--- config.mk ---
export PLATFORM = sky130hd
export DESIGN_NAME = aes_dec_axi_sequencer
export DESIGN_NICKNAME = d
export VERILOG_FILES = /design/src/rtl/aes_dec_axi_sequencer.sv
export SDC_FILE = /design/constraint.sdc
export NUM_CORES = 1
export LEC_CHECK = 0
export ABC_AREA = 1
export BUFFER_PORTS_ARGS = -buffer_cell sky130_fd_sc_hd__buf_4
export CAP_MARGIN = 10
export CORE_AREA = 2 2 189 191
export CTS_CLUSTER_SIZE = 25
export DETAILED_ROUTE_END_ITERATION = 7
export DIE_AREA = 0 0 191 193
export GPL_TIMING_DRIVEN = 0
export PLACE_DENSITY = 0.82
export SYNTH_ARGS = -nofsm -noshare
export SYNTH_HDL_FRONTEND = slang
export SYNTH_SLANG_ARGS = --single-unit
export TNS_END_PERCENT = 50
--- constraint.sdc ---
create_clock -name ACLK -period 4.1 [get_ports ACLK]
set_input_delay 0.41 -clock ACLK [delete_from_list [all_inputs] [get_ports ACLK]]
set_output_delay 0.41 -clock ACLK [all_outputs]
set_load 0.02 [all_outputs]
--- src/rtl/aes_dec_axi_sequencer.sv ---
// AXI4-Lite master sequencing one AES-128 decrypt per request on the wrapper slave.
// Optional key cache: define AES_SEQ_KEY_CACHE_EN to skip key writes for a repeated key.
module aes_dec_axi_sequencer #(
    parameter int DEC_WAIT_CYCLES = 16,
    parameter int ADDR_W          = 6
) (
    input  logic              ACLK,
    input  logic              ARESETN,
    input  logic              req_valid,
    output logic              req_ready,
    input  logic [127:0]      req_key,
    input  logic [127:0]      req_cipher,
    output logic              rsp_valid,
    input  logic              rsp_ready,
    output logic [127:0]      rsp_plain,
    output logic              rsp_err,
    output logic              busy,
    output logic [ADDR_W-1:0] M_AXI_AWADDR,
    output logic [2:0]        M_AXI_AWPROT,
    output logic              M_AXI_AWVALID,
    input  logic              M_AXI_AWREADY,
    output logic [31:0]       M_AXI_WDATA,
    output logic [3:0]        M_AXI_WSTRB,
    output logic              M_AXI_WVALID,
    input  logic              M_AXI_WREADY,
    input  logic [1:0]        M_AXI_BRESP,
    input  logic              M_AXI_BVALID,
    output logic              M_AXI_BREADY,
    output logic [ADDR_W-1:0] M_AXI_ARADDR,
    output logic [2:0]        M_AXI_ARPROT,
    output logic              M_AXI_ARVALID,
    input  logic              M_AXI_ARREADY,
    input  logic [31:0]       M_AXI_RDATA,
    input  logic [1:0]        M_AXI_RRESP,
    input  logic              M_AXI_RVALID,
    output logic              M_AXI_RREADY
);
    typedef enum logic [2:0] {
        S_IDLE, S_WR, S_WB, S_WAIT, S_RAR, S_RR, S_RESP
    } state_t;

    state_t            state_q;
    logic [127:0]      key_q, cipher_q, plain_q;
    logic [2:0]        widx_q;
    logic [1:0]        ridx_q;
    logic [7:0]        wait_q;
    logic              err_q, req_ready_q, rsp_valid_q;
    logic              awvalid_q, wvalid_q, bready_q, arvalid_q, rready_q;
    logic [ADDR_W-1:0] awaddr_q, araddr_q;
    logic [31:0]       wdata_q;
    logic [2:0]        widx_d, start_d;
    logic [1:0]        ridx_d;
    logic              wr_done_d;

    // Word index 0..3 selects key words, 4..7 cipher words
    function automatic logic [ADDR_W-1:0] wr_addr(input logic [2:0] i);
        return ADDR_W'({~i[2], i[1:0], 2'b00});
    endfunction

    function automatic logic [31:0] wr_word(input logic [127:0] k,
                                            input logic [127:0] c,
                                            input logic [2:0]   i);
        logic [127:0] v;
        v = i[2] ? c : k;
        return v[{~i[1:0], 5'd0} +: 32];
    endfunction

    function automatic logic [ADDR_W-1:0] rd_addr(input logic [1:0] i);
        return ADDR_W'({2'b10, i, 2'b00});
    endfunction

    assign widx_d    = widx_q + 3'd1;
    assign ridx_d    = ridx_q + 2'd1;
    assign wr_done_d = (!awvalid_q || M_AXI_AWREADY) && (!wvalid_q || M_AXI_WREADY);

`ifdef AES_SEQ_KEY_CACHE_EN
    logic [127:0] ckey_q;
    logic         cvld_q;
    assign start_d = (cvld_q && (req_key == ckey_q)) ? 3'd4 : 3'd0;
`else
    assign start_d = 3'd0;
`endif

    always_ff @(posedge ACLK) begin
        if (!ARESETN) begin
            state_q     <= S_IDLE;
            key_q       <= '0;
            cipher_q    <= '0;
            plain_q     <= '0;
            widx_q      <= '0;
            ridx_q      <= '0;
            wait_q      <= '0;
            err_q       <= 1'b0;
            req_ready_q <= 1'b1;
            rsp_valid_q <= 1'b0;
            awvalid_q   <= 1'b0;
            wvalid_q    <= 1'b0;
            bready_q    <= 1'b0;
            arvalid_q   <= 1'b0;
            rready_q    <= 1'b0;
            awaddr_q    <= '0;
            araddr_q    <= '0;
            wdata_q     <= '0;
`ifdef AES_SEQ_KEY_CACHE_EN
            ckey_q      <= '0;
            cvld_q      <= 1'b0;
`endif
        end else begin
            unique case (state_q)
                S_IDLE: if (req_valid) begin
                    key_q       <= req_key;
                    cipher_q    <= req_cipher;
                    err_q       <= 1'b0;
                    req_ready_q <= 1'b0;
                    widx_q      <= start_d;
                    ridx_q      <= 2'd0;
                    awaddr_q    <= wr_addr(start_d);
                    wdata_q     <= wr_word(req_key, req_cipher, start_d);
                    awvalid_q   <= 1'b1;
                    wvalid_q    <= 1'b1;
                    state_q     <= S_WR;
                end
                S_WR: begin
                    if (M_AXI_AWREADY) awvalid_q <= 1'b0;
                    if (M_AXI_WREADY)  wvalid_q  <= 1'b0;
                    if (wr_done_d) begin
                        bready_q <= 1'b1;
                        state_q  <= S_WB;
                    end
                end
                S_WB: if (M_AXI_BVALID) begin
                    bready_q <= 1'b0;
                    if (M_AXI_BRESP != 2'b00) err_q <= 1'b1;
`ifdef AES_SEQ_KEY_CACHE_EN
                    if (M_AXI_BRESP != 2'b00) begin
                        cvld_q <= 1'b0;
                    end else if (widx_q == 3'd3 && !err_q) begin
                        cvld_q <= 1'b1;
                        ckey_q <= key_q;
                    end
`endif
                    if (widx_q == 3'd7) begin
                        if (DEC_WAIT_CYCLES == 0) begin
                            arvalid_q <= 1'b1;
                            araddr_q  <= rd_addr(2'd0);
                            state_q   <= S_RAR;
                        end else begin
                            wait_q  <= 8'(DEC_WAIT_CYCLES);
                            state_q <= S_WAIT;
                        end
                    end else begin
                        widx_q    <= widx_d;
                        awaddr_q  <= wr_addr(widx_d);
                        wdata_q   <= wr_word(key_q, cipher_q, widx_d);
                        awvalid_q <= 1'b1;
                        wvalid_q  <= 1'b1;
                        state_q   <= S_WR;
                    end
                end
                S_WAIT: begin
                    if (wait_q == 8'd1) begin
                        arvalid_q <= 1'b1;
                        araddr_q  <= rd_addr(ridx_q);
                        state_q   <= S_RAR;
                    end else begin
                        wait_q <= wait_q - 8'd1;
                    end
                end
                S_RAR: if (M_AXI_ARREADY) begin
                    arvalid_q <= 1'b0;
                    rready_q  <= 1'b1;
                    state_q   <= S_RR;
                end
                S_RR: if (M_AXI_RVALID) begin
                    rready_q <= 1'b0;
                    plain_q[{~ridx_q, 5'd0} +: 32] <= M_AXI_RDATA;
                    if (M_AXI_RRESP != 2'b00) err_q <= 1'b1;
`ifdef AES_SEQ_KEY_CACHE_EN
                    if (M_AXI_RRESP != 2'b00) cvld_q <= 1'b0;
`endif
                    if (ridx_q == 2'd3) begin
                        rsp_valid_q <= 1'b1;
                        state_q     <= S_RESP;
                    end else begin
                        ridx_q    <= ridx_d;
                        araddr_q  <= rd_addr(ridx_d);
                        arvalid_q <= 1'b1;
                        state_q   <= S_RAR;
                    end
                end
                S_RESP: if (rsp_ready) begin
                    rsp_valid_q <= 1'b0;
                    req_ready_q <= 1'b1;
                    state_q     <= S_IDLE;
                end
                default: state_q <= S_IDLE;
            endcase
        end
    end

    assign req_ready     = req_ready_q;
    assign rsp_valid     = rsp_valid_q;
    assign rsp_plain     = plain_q;
    assign rsp_err       = err_q;
    assign busy          = (state_q != S_IDLE);
    assign M_AXI_AWADDR  = awaddr_q;
    assign M_AXI_AWPROT  = 3'b000;
    assign M_AXI_AWVALID = awvalid_q;
    assign M_AXI_WDATA   = wdata_q;
    assign M_AXI_WSTRB   = 4'hF;
    assign M_AXI_WVALID  = wvalid_q;
    assign M_AXI_BREADY  = bready_q;
    assign M_AXI_ARADDR  = araddr_q;
    assign M_AXI_ARPROT  = 3'b000;
    assign M_AXI_ARVALID = arvalid_q;
    assign M_AXI_RREADY  = rready_q;

endmodule

==> qor.yml <==
status: "completed"
cts_tree: "done"
async_reset_ff_share_pct: 0
fin_cells: 3689
yosysWarnings: 0
synth_top_area_share_pct: 46.9
portBuffers: 475
drc: 0
power.leakage_nw: 10.8
crit_path_start: "ridx_q[0]$_SDFFE_PN0P_"
core_mm2: 0.0350
nFillCells: 3021
path_max_fanout: 11
clk_pin_slew_ns: 0.06
wl_per_cell_um: 21.5
finalSetupViolations: 0
power_density_mw_per_mm2: 682
min_from: "M_AXI_BVALID"
track_usage_pct: 41.5
layout-drive-gt1-share_pct: 19.9
cp.arrival_ns: 3.79
wl_um: 79400
gr-total-overflow: 0
rsz0062_at_grt: "false"
synth_most_common_cell: "o21ai_0"
clockBufferDepth: 3
drv_cap: 0
fin_skew_ns: 0.0318
cp-end-kind: "flop"
fp.dieH_um: 193
syn2layout_area_growth_pct: 30.3
io_pins: 492
hold_path.class: "in -> reg"
gp_congestion: 0.972
vias_per_cell: 5.84
ant_nets: 0
finalHoldViolCount: 0
dpl.hpwl_um: 60600
post_cts_buffers: 0
die_x_um: 191
max_slew_margin_pct: 20.8
drt_iter0_markers: 2138
rows: 69
netlist_top_cells_count: "447 x o21ai_0, 444 x dfxtp_1, 367 x nand2_1"
start_util_pct: 54.2
syn_inst: 2652
ir_drop_v: 0.000438
grt_pass1_wl_um: 116000
crit_type: "reg -> reg"
p_total_mw: 16.8
ctsResizeCount: 0
first_pass_iters: 7
synth.avg_cell_area_um2: 7.15
reg2reg_from: "ridx_q[0]$_SDFFE_PN0P_"
cts_num_sinks: 444
yosysSeqAreaShare_pct: 46.9
ys.flop_type: "dfxtp_1"
grt_max_degree: 15
ys_types: 29
synth_area_leaders: "dfxtp_1 47%, o21ai_0 12%, a21oi_1 9.4%"
period_minus_slack_ns: 3.28
synth-edff-count: 0
numCtsBuffers: 46
worst_ep_required_time_ns: 4.61
antenna_found_initial: 1
setup_tns_ns: 0
ys_ff_latch: 444
dieArea_mm2: 0.0369
fmax_mhz: 305
vias: 21542
tightest_slew_ns: 1.19
clk_latency_ns: 0.58
yosysTopAreaCell: "dfxtp_1"
ctsHtreeMaxLevel: 2
layout.nets: 3499
synth_area_mm2: 0.0190
drv_slew: 0
cts_root_buf: "clkbuf_16"
place_inst: 3602
ctsHoldBuffers: 0
finalCritPeriodShare_pct: 80.0
first_global_vias: 20469
startpoint_type: "flop"
layer usage:
metal / GRT usage [%] / up-vias / share of wire, %
li1: - / 9851 / -
met1: 46.4 / 9749 / 34
met2: 70.9 / 1524 / 47
met3: 8.42 / 418 / 11
met4: 29.8 / 0 / 8.1
met5: 0 / - / 0
final timing paths:
| kind | endpoint | slack [ns] | cells after the start |
|---|---|---|---|
| worst max-delay path | rsp_plain[75]$_SDFFE_PN0P_ | 0.82 | 8 |
| worst min-delay path | M_AXI_BREADY$_SDFFE_PN0P_ | 0.05 | 2 |
| worst max register to register | rsp_plain[75]$_SDFFE_PN0P_ | 0.82 | 8 |
| worst min register to register | M_AXI_ARVALID$_SDFFE_PN0P_ | 0.45 | 2 |
area by class of cell:
cell class              count  area (um^2)  area share [%]
inverters                 219          822            3.33
clock inverters            18          175           0.710
repair buffers            475         3570            14.4
plain buffers             232         1010            4.11
clock buffers              67         1360            5.51
multi-input cells        1771         8280            33.5
flip-flops and latches    444         8890            36.0
diodes                      2         5.00          0.0203
well taps                 461          577            2.34
state kept, by name, indices dropped and copies added, names as in the netlist, 2 cells and up:
register      cells
M_AXI_ARADDR      3
cipher_q        128
ridx_q            2
rsp_plain       128
M_AXI_WDATA      32
state_q           3
widx_q            3
key_q           128
wait_q            8
per-stage QoR:
stage	cell area (um^2)	utilization [%]	setup WS (ns)	hold slack [ns]
final	24700	70.6	0.818	0.0498
after global routing	24700	70.6	0.567	0.0393
after CTS	24700	70.6	0.898	0.0394
after detailed placement	23100	66.2	0.931	0.438
after global placement	23100	66.2	1.02	0.436
after floorplan	19000	-	1.96	0.424
critical path, cell delays in order, from the launching register on:
cell and delay [ns]:
dfxtp_1 0.48, inv_2 0.18, clkbuf_1 0.32, ha_1 0.41, clkinv_1 0.25, nor2_1 0.73, clkbuf_1 0.49, nand4_1 0.18
a21oi_1 0.15
power by group:
group	total [mW]	internal [mW]	switching, mW
combinational	6.79	1.94	4.84
clock	4.30	2.50	1.80
sequential	5.76	5.27	0.491
total	16.8	9.71	7.13
placed cells by master, fill, tap and decap left out, types with 9 or more instances in the layout:
cell / count
ha_1: 9
clkbuf_8: 11
clkbuf_1: 156
a21oi_1: 357
o211ai_1: 34
nand3_1: 44
buf_1: 10
dfxtp_1: 444
inv_2: 9
clkbuf_16: 47
o21ai_0: 447
nor2_1: 359
nand2_1: 367
conb_1: 16
clkinv_2: 12
o21ai_1: 14
nand4_1: 106
buf_2: 55
buf_4: 495
inv_1: 207
cell families after synthesis:
group                    synth area share [%]
AO/OA/AOI/OAI                            23.2
XOR/XNOR                                0.139
adder cells (fa/ha/maj)                 0.594
buffers and inverters                    9.69
flip-flops                               46.9
other                                  0.0396
AND/OR/NAND/NOR                          19.5
(Power assumes the default switching activity.)
